**config.mk**
```make
export PLATFORM = sky130hd
export DESIGN_NAME = chad_io
export DESIGN_NICKNAME = d
export VERILOG_FILES = /design/src/rtl/chad_io_pkg.sv /design/src/rtl/chad_fifo.sv /design/src/rtl/chad_io.sv
export SDC_FILE = /design/constraint.sdc
export NUM_CORES = 1
export LEC_CHECK = 0
export BUFFER_PORTS_ARGS = -buffer_cell sky130_fd_sc_hd__buf_2
export CORE_ASPECT_RATIO = 0.8
export CORE_UTILIZATION = 45
export CTS_CLUSTER_SIZE = 16
export DETAILED_ROUTE_END_ITERATION = 7
export PLACE_DENSITY = 0.68
export SLEW_MARGIN = 5
export SYNTH_ARGS = -nofsm -noshare
export SYNTH_HDL_FRONTEND = slang
export SYNTH_SLANG_ARGS = --single-unit
```
**constraint.sdc**
```tcl
create_clock -name clk -period 2.6 [get_ports clk]
set_input_delay 0.39 -clock clk [delete_from_list [all_inputs] [get_ports clk]]
set_output_delay 0.39 -clock clk [all_outputs]
set_load 0.02 [all_outputs]
```
**src/rtl/chad_io_pkg.sv**
```systemverilog
// Shared constants for the chad I/O responder: register addresses and
// status/read-data bit positions.
package chad_io_pkg;

    typedef logic [2:0] io_addr_t;

    localparam io_addr_t IO_GPIO = 3'd0;
    localparam io_addr_t IO_GPIN = 3'd1;
    localparam io_addr_t IO_TXD  = 3'd2;
    localparam io_addr_t IO_RXD  = 3'd3;
    localparam io_addr_t IO_CYC  = 3'd4;

    localparam int ST_TX_EMPTY = 0;
    localparam int ST_TX_FULL  = 1;
    localparam int ST_RX_FULL  = 2;
    localparam int RX_FULL_BIT = 8;

endpackage

```
**src/rtl/chad_fifo.sv**
```systemverilog
// Small synchronous FIFO with registered storage; pointers carry one extra
// wrap bit so full and empty are distinguishable without a counter.
module chad_fifo #(
    parameter int WIDTH = 8,
    parameter int DEPTH = 4
) (
    input  logic             clk,
    input  logic             reset,
    input  logic             push,
    input  logic             pop,
    input  logic [WIDTH-1:0] din,
    output logic [WIDTH-1:0] head,
    output logic             full,
    output logic             empty
);

    localparam int AW = $clog2(DEPTH);

    logic [AW:0]      wr_ptr_r;
    logic [AW:0]      rd_ptr_r;
    logic [WIDTH-1:0] mem_r [DEPTH];
    logic             do_push_s;
    logic             do_pop_s;

    assign full      = (wr_ptr_r ^ rd_ptr_r) == {1'b1, {AW{1'b0}}};
    assign empty     = (wr_ptr_r == rd_ptr_r);
    assign do_push_s = push & ~full;
    assign do_pop_s  = pop & ~empty;
    assign head      = mem_r[rd_ptr_r[AW-1:0]];

    // Storage and pointer update; push and pop may both happen in one cycle.
    always_ff @(posedge clk) begin
        if (reset) begin
            wr_ptr_r <= '0;
            rd_ptr_r <= '0;
            for (int i = 0; i < DEPTH; i++) begin
                mem_r[i] <= '0;
            end
        end else begin
            if (do_push_s) begin
                mem_r[wr_ptr_r[AW-1:0]] <= din;
                wr_ptr_r                <= wr_ptr_r + 1'b1;
            end
            if (do_pop_s) begin
                rd_ptr_r <= rd_ptr_r + 1'b1;
            end
        end
    end

endmodule

```
**src/rtl/chad_io.sv**
```systemverilog
// I/O responder for the chad core: GPIO, TX FIFO, RX holding register and a
// cycle counter behind the io_rd/io_wr strobe interface with one read wait state.
module chad_io
    import chad_io_pkg::*;
#(
    parameter int WIDTH   = 18,
    parameter int GPIO_W  = 8,
    parameter int TXDEPTH = 4
) (
    input  logic              clk,
    input  logic              reset,
    input  logic              io_rd,
    input  logic              io_wr,
    input  logic [14:0]       mem_addr,
    input  logic [WIDTH-1:0]  dout,
    output logic [WIDTH-1:0]  io_din,
    output logic              hold,
    output logic [GPIO_W-1:0] gpio_out,
    input  logic [GPIO_W-1:0] gpio_in,
    output logic [7:0]        tx_data,
    output logic              tx_valid,
    input  logic              tx_ready,
    input  logic [7:0]        rx_data,
    input  logic              rx_valid,
    output logic              rx_ready
);

    io_addr_t          addr_s;
    logic              wr_s;
    logic              tx_full_s;
    logic              tx_empty_s;
    logic              tx_push_s;
    logic              tx_pop_s;
    logic [WIDTH-1:0]  rmux_s;
    logic              rd_done_r;
    logic              rd_pop_r;
    logic [WIDTH-1:0]  rdata_r;
    logic              rx_full_r;
    logic [7:0]        rx_byte_r;
    logic [GPIO_W-1:0] gpio_out_r;
    logic [WIDTH-1:0]  cyc_r;
    logic              unused_s;

    assign addr_s    = mem_addr[2:0];
    // A read strobe wins over a simultaneous write strobe.
    assign wr_s      = io_wr & ~io_rd;
    assign tx_push_s = wr_s & (addr_s == IO_TXD) & ~tx_full_s;
    assign tx_pop_s  = tx_ready & ~tx_empty_s;
    assign hold      = (io_rd & ~rd_done_r) | (io_wr & (addr_s == IO_TXD) & tx_full_s);
    assign io_din    = rdata_r;
    assign gpio_out  = gpio_out_r;
    assign tx_valid  = ~tx_empty_s;
    assign rx_ready  = ~rx_full_r;
    assign unused_s  = ^{mem_addr[14:3], dout};

    chad_fifo #(.WIDTH(8), .DEPTH(TXDEPTH)) u_tx_fifo (
        .clk   (clk),
        .reset (reset),
        .push  (tx_push_s),
        .pop   (tx_pop_s),
        .din   (dout[7:0]),
        .head  (tx_data),
        .full  (tx_full_s),
        .empty (tx_empty_s)
    );

    // Read data mux, sampled into rdata_r on the capture cycle.
    always_comb begin
        rmux_s = '0;
        case (addr_s)
            IO_GPIO: rmux_s[GPIO_W-1:0] = gpio_out_r;
            IO_GPIN: rmux_s[GPIO_W-1:0] = gpio_in;
            IO_TXD: begin
                rmux_s[ST_RX_FULL]  = rx_full_r;
                rmux_s[ST_TX_FULL]  = tx_full_s;
                rmux_s[ST_TX_EMPTY] = tx_empty_s;
            end
            IO_RXD: begin
                rmux_s[RX_FULL_BIT] = rx_full_r;
                rmux_s[7:0]         = rx_full_r ? rx_byte_r : 8'h00;
            end
            IO_CYC:  rmux_s = cyc_r;
            default: rmux_s = '0;
        endcase
    end

    // Two-cycle read: capture into rdata_r, then complete and release hold.
    always_ff @(posedge clk) begin
        if (reset) begin
            rd_done_r <= 1'b0;
            rd_pop_r  <= 1'b0;
            rdata_r   <= '0;
        end else if (rd_done_r) begin
            rd_done_r <= 1'b0;
            rd_pop_r  <= 1'b0;
        end else if (io_rd) begin
            rd_done_r <= 1'b1;
            rd_pop_r  <= (addr_s == IO_RXD) & rx_full_r;
            rdata_r   <= rmux_s;
        end
    end

    // RX holding register; the pop flag is latched at capture so a byte
    // arriving between capture and complete is never dropped unread.
    always_ff @(posedge clk) begin
        if (reset) begin
            rx_full_r <= 1'b0;
            rx_byte_r <= 8'h00;
        end else if (rd_done_r & rd_pop_r) begin
            rx_full_r <= 1'b0;
        end else if (rx_valid & ~rx_full_r) begin
            rx_full_r <= 1'b1;
            rx_byte_r <= rx_data;
        end
    end

    // GPIO output register.
    always_ff @(posedge clk) begin
        if (reset) begin
            gpio_out_r <= '0;
        end else if (wr_s & (addr_s == IO_GPIO)) begin
            gpio_out_r <= dout[GPIO_W-1:0];
        end
    end

    // Free-running cycle counter; a write clears it ahead of the increment.
    always_ff @(posedge clk) begin
        if (reset) begin
            cyc_r <= '0;
        end else if (wr_s & (addr_s == IO_CYC)) begin
            cyc_r <= '0;
        end else begin
            cyc_r <= cyc_r + 1'b1;
        end
    end

endmodule

```
Word level (Yosys, flattened, before mapping)
Memory sizes are Yosys's and may differ from the RTL's. A register that Yosys moved wholly into a read port is not among the register bits.
Cells that the tools add are included.
- register bits after elaboration: 61
- memory bits (writable): 32
- input bits: 55
- output and inout bits: 37
- word-level logic and storage cells: 64
- memories kept: 1
- memory list (memory ; depth ; width ; read ports ; clocked after memory_dff ; write ports ; RTL line ; source):
    u_tx_fifo.mem_r ; 4 ; 8 ; 1 ; 1 ; 4 ; chad_fifo.sv:21 ; logic [WIDTH-1:0] mem_r [DEPTH];
- add/sub/neg operators: 3
- equality and inequality tests: 6
- muxes and demuxes: 16
- bitwise operators: 22
- reduce and logical (&&, ||, !) cells: 7
- operators with widths (cell ; number):
    one-hot mux 5 bit (4 select lines) ; 1
    adder 18 x 1 -> 18 bit (second input constant) ; 1
    two-way mux 8 bit ; 2
    one-hot mux 3 bit (5 select lines) ; 1
    bitwise AND 1 bit ; 14
    two-way mux 9 bit ; 1
    OR reduction 8 bit ; 1
    two-way mux 1 bit ; 7
    adder 3 x 1 -> 3 bit (second input constant) ; 2
    equality test 3 x 2 -> 1 bit (second input constant) ; 2
    equality test 3 bit (second input constant) ; 2
    two-way mux 2 bit ; 3
    inverter 1 bit ; 6
    OR reduction 2 bit ; 3
    AND reduction 2 bit ; 2
    equality test 3 x 1 -> 1 bit (second input constant) ; 1
    equality test 3 bit ; 1
    zero test 3 bit ; 1
    bitwise XOR 3 bit ; 1
    one-hot mux 1 bit (2 select lines) ; 1
    OR 1 bit ; 1

Logic depth before layout (Yosys ltp)
- word-level depth: 10
- depth in mapped cells: 6
- depth with buffers taken out: 5

Cells and area by module
From an unflattened synthesis, not the netlist that was laid out.
- cells, all modules: 435
- area, all modules: 4390.5 µm²
- by module, submodules not included (module ; times used ; cells an instance ; area each (µm²) ; sequential area each (µm²)):
    chad_io ; 1 ; 274 ; 2453.6 ; 1101.1
    chad_fifo ; 1 ; 161 ; 1936.9 ; 1121.1

Worst setup path before layout
Ideal clock, no wire load.
- path kind: in2reg
- start: input port mem_addr[0]
- end: memory u_tx_fifo.mem_r[1][0] (enable)
- setup time: 0.329 ns
- data arrival time: 1.758 ns
- data required time: 2.271 ns
- setup slack: 0.513 ns
- cell stages on the path: 5
- path buffers: 1
- cell sequence: clkbuf_1 -> nor4b_4 -> o311ai_4 -> nor4b_4 -> or2_1
- RTL lines (element ; RTL line ; source):
    from (decl) ; chad_io.sv:14 ; input logic [14:0] mem_addr,
    to (decl) ; chad_fifo.sv:21 ;

Final worst setup path
- start: register u_tx_fifo.wr_ptr_r[0]
- end: output port hold
- longest elaborated chain between the ends: 4
- ends and longest elaborated chain (element ; RTL line ; source):
    from (decl) ; chad_fifo.sv:19 ; logic [AW:0] wr_ptr_r;
    from (signal assigned) ; chad_fifo.sv:42 ; wr_ptr_r <= wr_ptr_r + 1'b1;
    bitwise XOR 3 bit ; chad_fifo.sv:25 ; assign full = (wr_ptr_r ^ rd_ptr_r) == {1'b1, {AW{1'b0}}};
    equality test 3 bit ; chad_fifo.sv:25 ;
    bitwise AND 1 bit ; chad_io.sv:49 ; assign hold = (io_rd & ~rd_done_r) | (io_wr & (addr_s == IO_TXD) & tx_full_s);
    OR 1 bit ; chad_io.sv:49 ;
    to (decl) ; chad_io.sv:17 ; output logic hold,
Every way passes these cells.

==> impl_metrics.py <==
metrics = {
    "min_path": {
        "timing.hold.worst.start": "rx_data[1]",
        "hold_end": "rx_byte_r[1]",
        "holdCritPathClass": "input pin to flip-flop",
        "hold_path_depth": 3,
    },
    "yosys": {
        "synth.largest_area_cell": "sky130_fd_sc_hd__dfxtp_1",
        "post_synth_inst_count": 383,
        "post-synth-top-count-cell": "sky130_fd_sc_hd__dfxtp_1",
        "netlist.area_leader.share": 0.299,
        "synth.ff_latch_count": 95,
        "ys.flop_type": "sky130_fd_sc_hd__dfxtp_1",
        "synth.distinct_cells": 47,
        "synth.avg_cell_area_um2": 11.0,
        "ys.warnings.count": 0,
        "async_reset_ff_frac": 0,
        "cell_types_occupying_the_most_area_after_synthesis": "sky130_fd_sc_hd__dfxtp_1 (30%), sky130_fd_sc_hd__edfxtp_1 (23%), sky130_fd_sc_hd__mux2i_1 (6.4%), sky130_fd_sc_hd__and2_1 (5.2%), sky130_fd_sc_hd__nor2_1 (4.8%)",
        "synth_edf_count": 32,
        "yosysSeqAreaShare": 0.527,
        "synth_area_um2": 4220,
        "synth_top_cells_by_count": "sky130_fd_sc_hd__dfxtp_1 (63), sky130_fd_sc_hd__nor2_1 (54), sky130_fd_sc_hd__and2_1 (35)",
        "synth_nets": 441,
    },
    "pwr": {
        "comb_power_share": 0.074,
        "pwr-share-clk": 0.399,
        "internal_power_mw": 2.31,
        "cellLeakagePower_nw": 1.99,
        "worst_case_vdd_ir_drop_mv": 0.349,
        "share_of_total_power_in_sequential_cells": 0.527,
        "netSwitchingFraction": 0.237,
        "pwr_density_cell_nw_per_um2": 606,
        "switching_power_mw": 0.718,
        "post-layout-total-power_mw": 3.03,
    },
    "route": {
        "num_vias": 3128,
        "dr_wl_met3_um": 552,
        "routed_via_density": 5.42,
        "drt-pass1-iter-count": 4,
        "top_layer": "met4",
        "wl_met1_um": 4400,
        "wl_um": 9330,
        "wl_per_cell_um": 16.2,
        "drt-initial-drc-count": 130,
        "met2RoutedLength_um": 4270,
        "drc": 0,
        "antenna_violating_nets_post_route": 0,
    },
    "clock_network": {
        "clock_path_buffers": 2,
        "clockRootBuffer": "sky130_fd_sc_hd__clkbuf_16",
        "cts_resized": 0,
        "clk_pin_slew_ns": 0.07,
        "cts_h_tree_lvls": 3,
        "cts_inserted_buffers": 9,
        "cts.sink_count": 95,
        "clock_insertion_delay_worst_skew_ns": 0.34,
        "hold_buffers_post_cts": 0,
        "postcts_setup_bufs": 0,
        "tritoncts_clock_tree": "built",
    },
    "timing": {
        "hold_ws_ns": 0.281,
        "setup_viol_count_final": 0,
        "achievable-frequency_ghz": 0.442,
        "final_sum_of_negative_setup_slack_ns": 0,
        "relSlewSlack": 0.418,
        "worstMarginPinSlew_ns": 0.871,
        "timing_hold_violations_final": 0,
        "worst_clock_skew_ns": 0.00612,
        "finalCriticalPeriod_ns": 2.26,
        "layout_worst_path_cycle_share": 0.870,
        "drv_slew": 0,
        "unrepaired_setup_endpoints_after_global_routing": "no",
    },
    "layout": {
        "area_growth_pct": 18.6,
        "finalCoreUtilization": 0.551,
        "final_design_area_no_fill_um2": 5000,
        "share_of_cells_above_drive_strength_1": 0.249,
        "antennaDiodeCount": 0,
        "nets": 515,
    },
    "die": {
        "chip_width_um": 110,
        "initial_core_util": 0.464,
        "die_area_um2": 9760,
        "floorplan.rows": 31,
        "die-height_um": 88.6,
        "boundaryPins": 92,
        "core_region_area_um2": 9080,
    },
    "flow_run": {
        "max-cap-violations": 0,
    },
    "critical_path": {
        "critPathArrivalTime_ns": 1.87,
        "worst-r2r-setup-slack_ns": 0.38,
        "reg2reg_to": "u_tx_fifo.mem_r[3][4]",
        "timing.setup.critical_path_class": "flip-flop to primary output",
        "crit_required_ns": 2.21,
        "r2r-start": "u_tx_fifo.wr_ptr_r[0]",
        "kind_of_end_point_of_the_critical_path": "primary output",
        "r2r.worst_path.cells": 3,
        "worstSetupStartpointType": "flip-flop",
        "worstPathMaxFanout": 7,
        "critPathLaunch": "u_tx_fifo.wr_ptr_r[0]",
    },
    "grt": {
        "global_route_wire_length_before_repair_um": 14800,
        "grt_max_degree": 20,
        "vias_in_the_first_global_route": 2941,
        "antenna_found_initial": 0,
        "global_route.overflow_total": 0,
        "globalRouteTotalUtil": 0.207,
    },
    "placed_design": {
        "gp_congestion": 0.796,
        "port_buffers": 69,
        "placement.cell_area_um2": 4720,
        "dp_hpwl_um": 6970,
    },
    "status": {
        "status": "completed",
    },
}
[placed cells by master (no fill, tap or decap), drive strengths merged, types with 2 or more instances in the layout]
master,n
a21oi,13
a22oi,10
a32oi,5
and2,35
and3,3
buf,81
clkbuf,10
clkinv,3
clkinvlp,2
dfxtp,63
edfxtp,32
ha,3
inv,8
mux2i,27
mux4,8
nand2,13
nand2b,2
nand3,9
nand3b,2
nand4,3
nor2,54
nor2b,6
nor3,7
nor4,4
nor4b,4
o21ai,11
o2bb2ai,2
o311ai,2
o31ai,5
or2,3
or3,4
xnor2,10
xor2,9
[critical path: stages (launching register included)]
cell and delay (ns):
sky130_fd_sc_hd__dfxtp_1 0.59, sky130_fd_sc_hd__xor2_2 0.19, sky130_fd_sc_hd__nor2_1 0.20, sky130_fd_sc_hd__nand3_1 0.15, sky130_fd_sc_hd__o21ai_0 0.20, sky130_fd_sc_hd__buf_2 0.20
[layout make-up]
class | count | area, µm²
Clock inverter | 6 | 46.3
Inverter | 7 | 26.3
Timing Repair Buffer | 81 | 435
Multi-Input combinational cell | 263 | 1900
Tap cell | 115 | 144
Clock buffer | 10 | 229
Sequential cell | 95 | 2220
Fill cell | 809 | 4080
[logic make-up after synthesis]
logic type | synth area share
adders and majority gates | 0.00891
DFF | 0.527
xor gates and xnor gates | 0.0430
and+or+nand+nor | 0.202
buffers and inverters | 0.0232
AOI/OAI and AO/OA | 0.0893
muxes | 0.107
[per-layer routing]
metal / vias up / global-route usage
met4: 0 / 0.0706
met2: 74 / 0.320
met3: 11 / 0.0538
met1: 1523 / 0.283
met5: - / 0
li1: 1520 / -
[worst max path at each step]
stage / to / slack, ns
4_1_cts: hold / 0.28
3_3_place_gp: u_tx_fifo.mem_r[3][4] / 0.37
5_1_grt: hold / 0.17
3_5_place_dp: u_tx_fifo.mem_r[3][4] / 0.36
6_report: hold / 0.34
2_1_floorplan: u_tx_fifo.mem_r[1][0] / 0.51
[registers in the layout, summed over array words and instances (netlist names), named ones only]
register / flops
rd_pop_r: 1
rx_full_r: 1
io_din: 18
cyc_r: 18
u_tx_fifo.rd_ptr_r: 3
u_tx_fifo.mem_r: 32
gpio_out: 8
rd_done_r: 1
u_tx_fifo.wr_ptr_r: 3
rx_byte_r: 8
[power groups by stage]
| stage | combinational [mW] | sequential [mW] | clock [mW] |
|---|---|---|---|
| 2_1_floorplan | 0.135 | 1.62 | 0 |
| 3_3_place_gp | 0.221 | 1.63 | 0 |
| 3_5_place_dp | 0.224 | 1.63 | 0 |
| 4_1_cts | 0.225 | 1.60 | 1.24 |
| 5_1_grt | 0.244 | 1.60 | 1.29 |
| 6_report | 0.223 | 1.60 | 1.21 |
[metrics by stage]
step	setup slack (ns)	instances
3_5_place_dp	0.360	561
5_1_grt	0.169	577
2_1_floorplan	0.513	383
6_report	0.337	577
4_1_cts	0.285	577
3_3_place_gp	0.374	561
(Power assumes the default switching activity.)
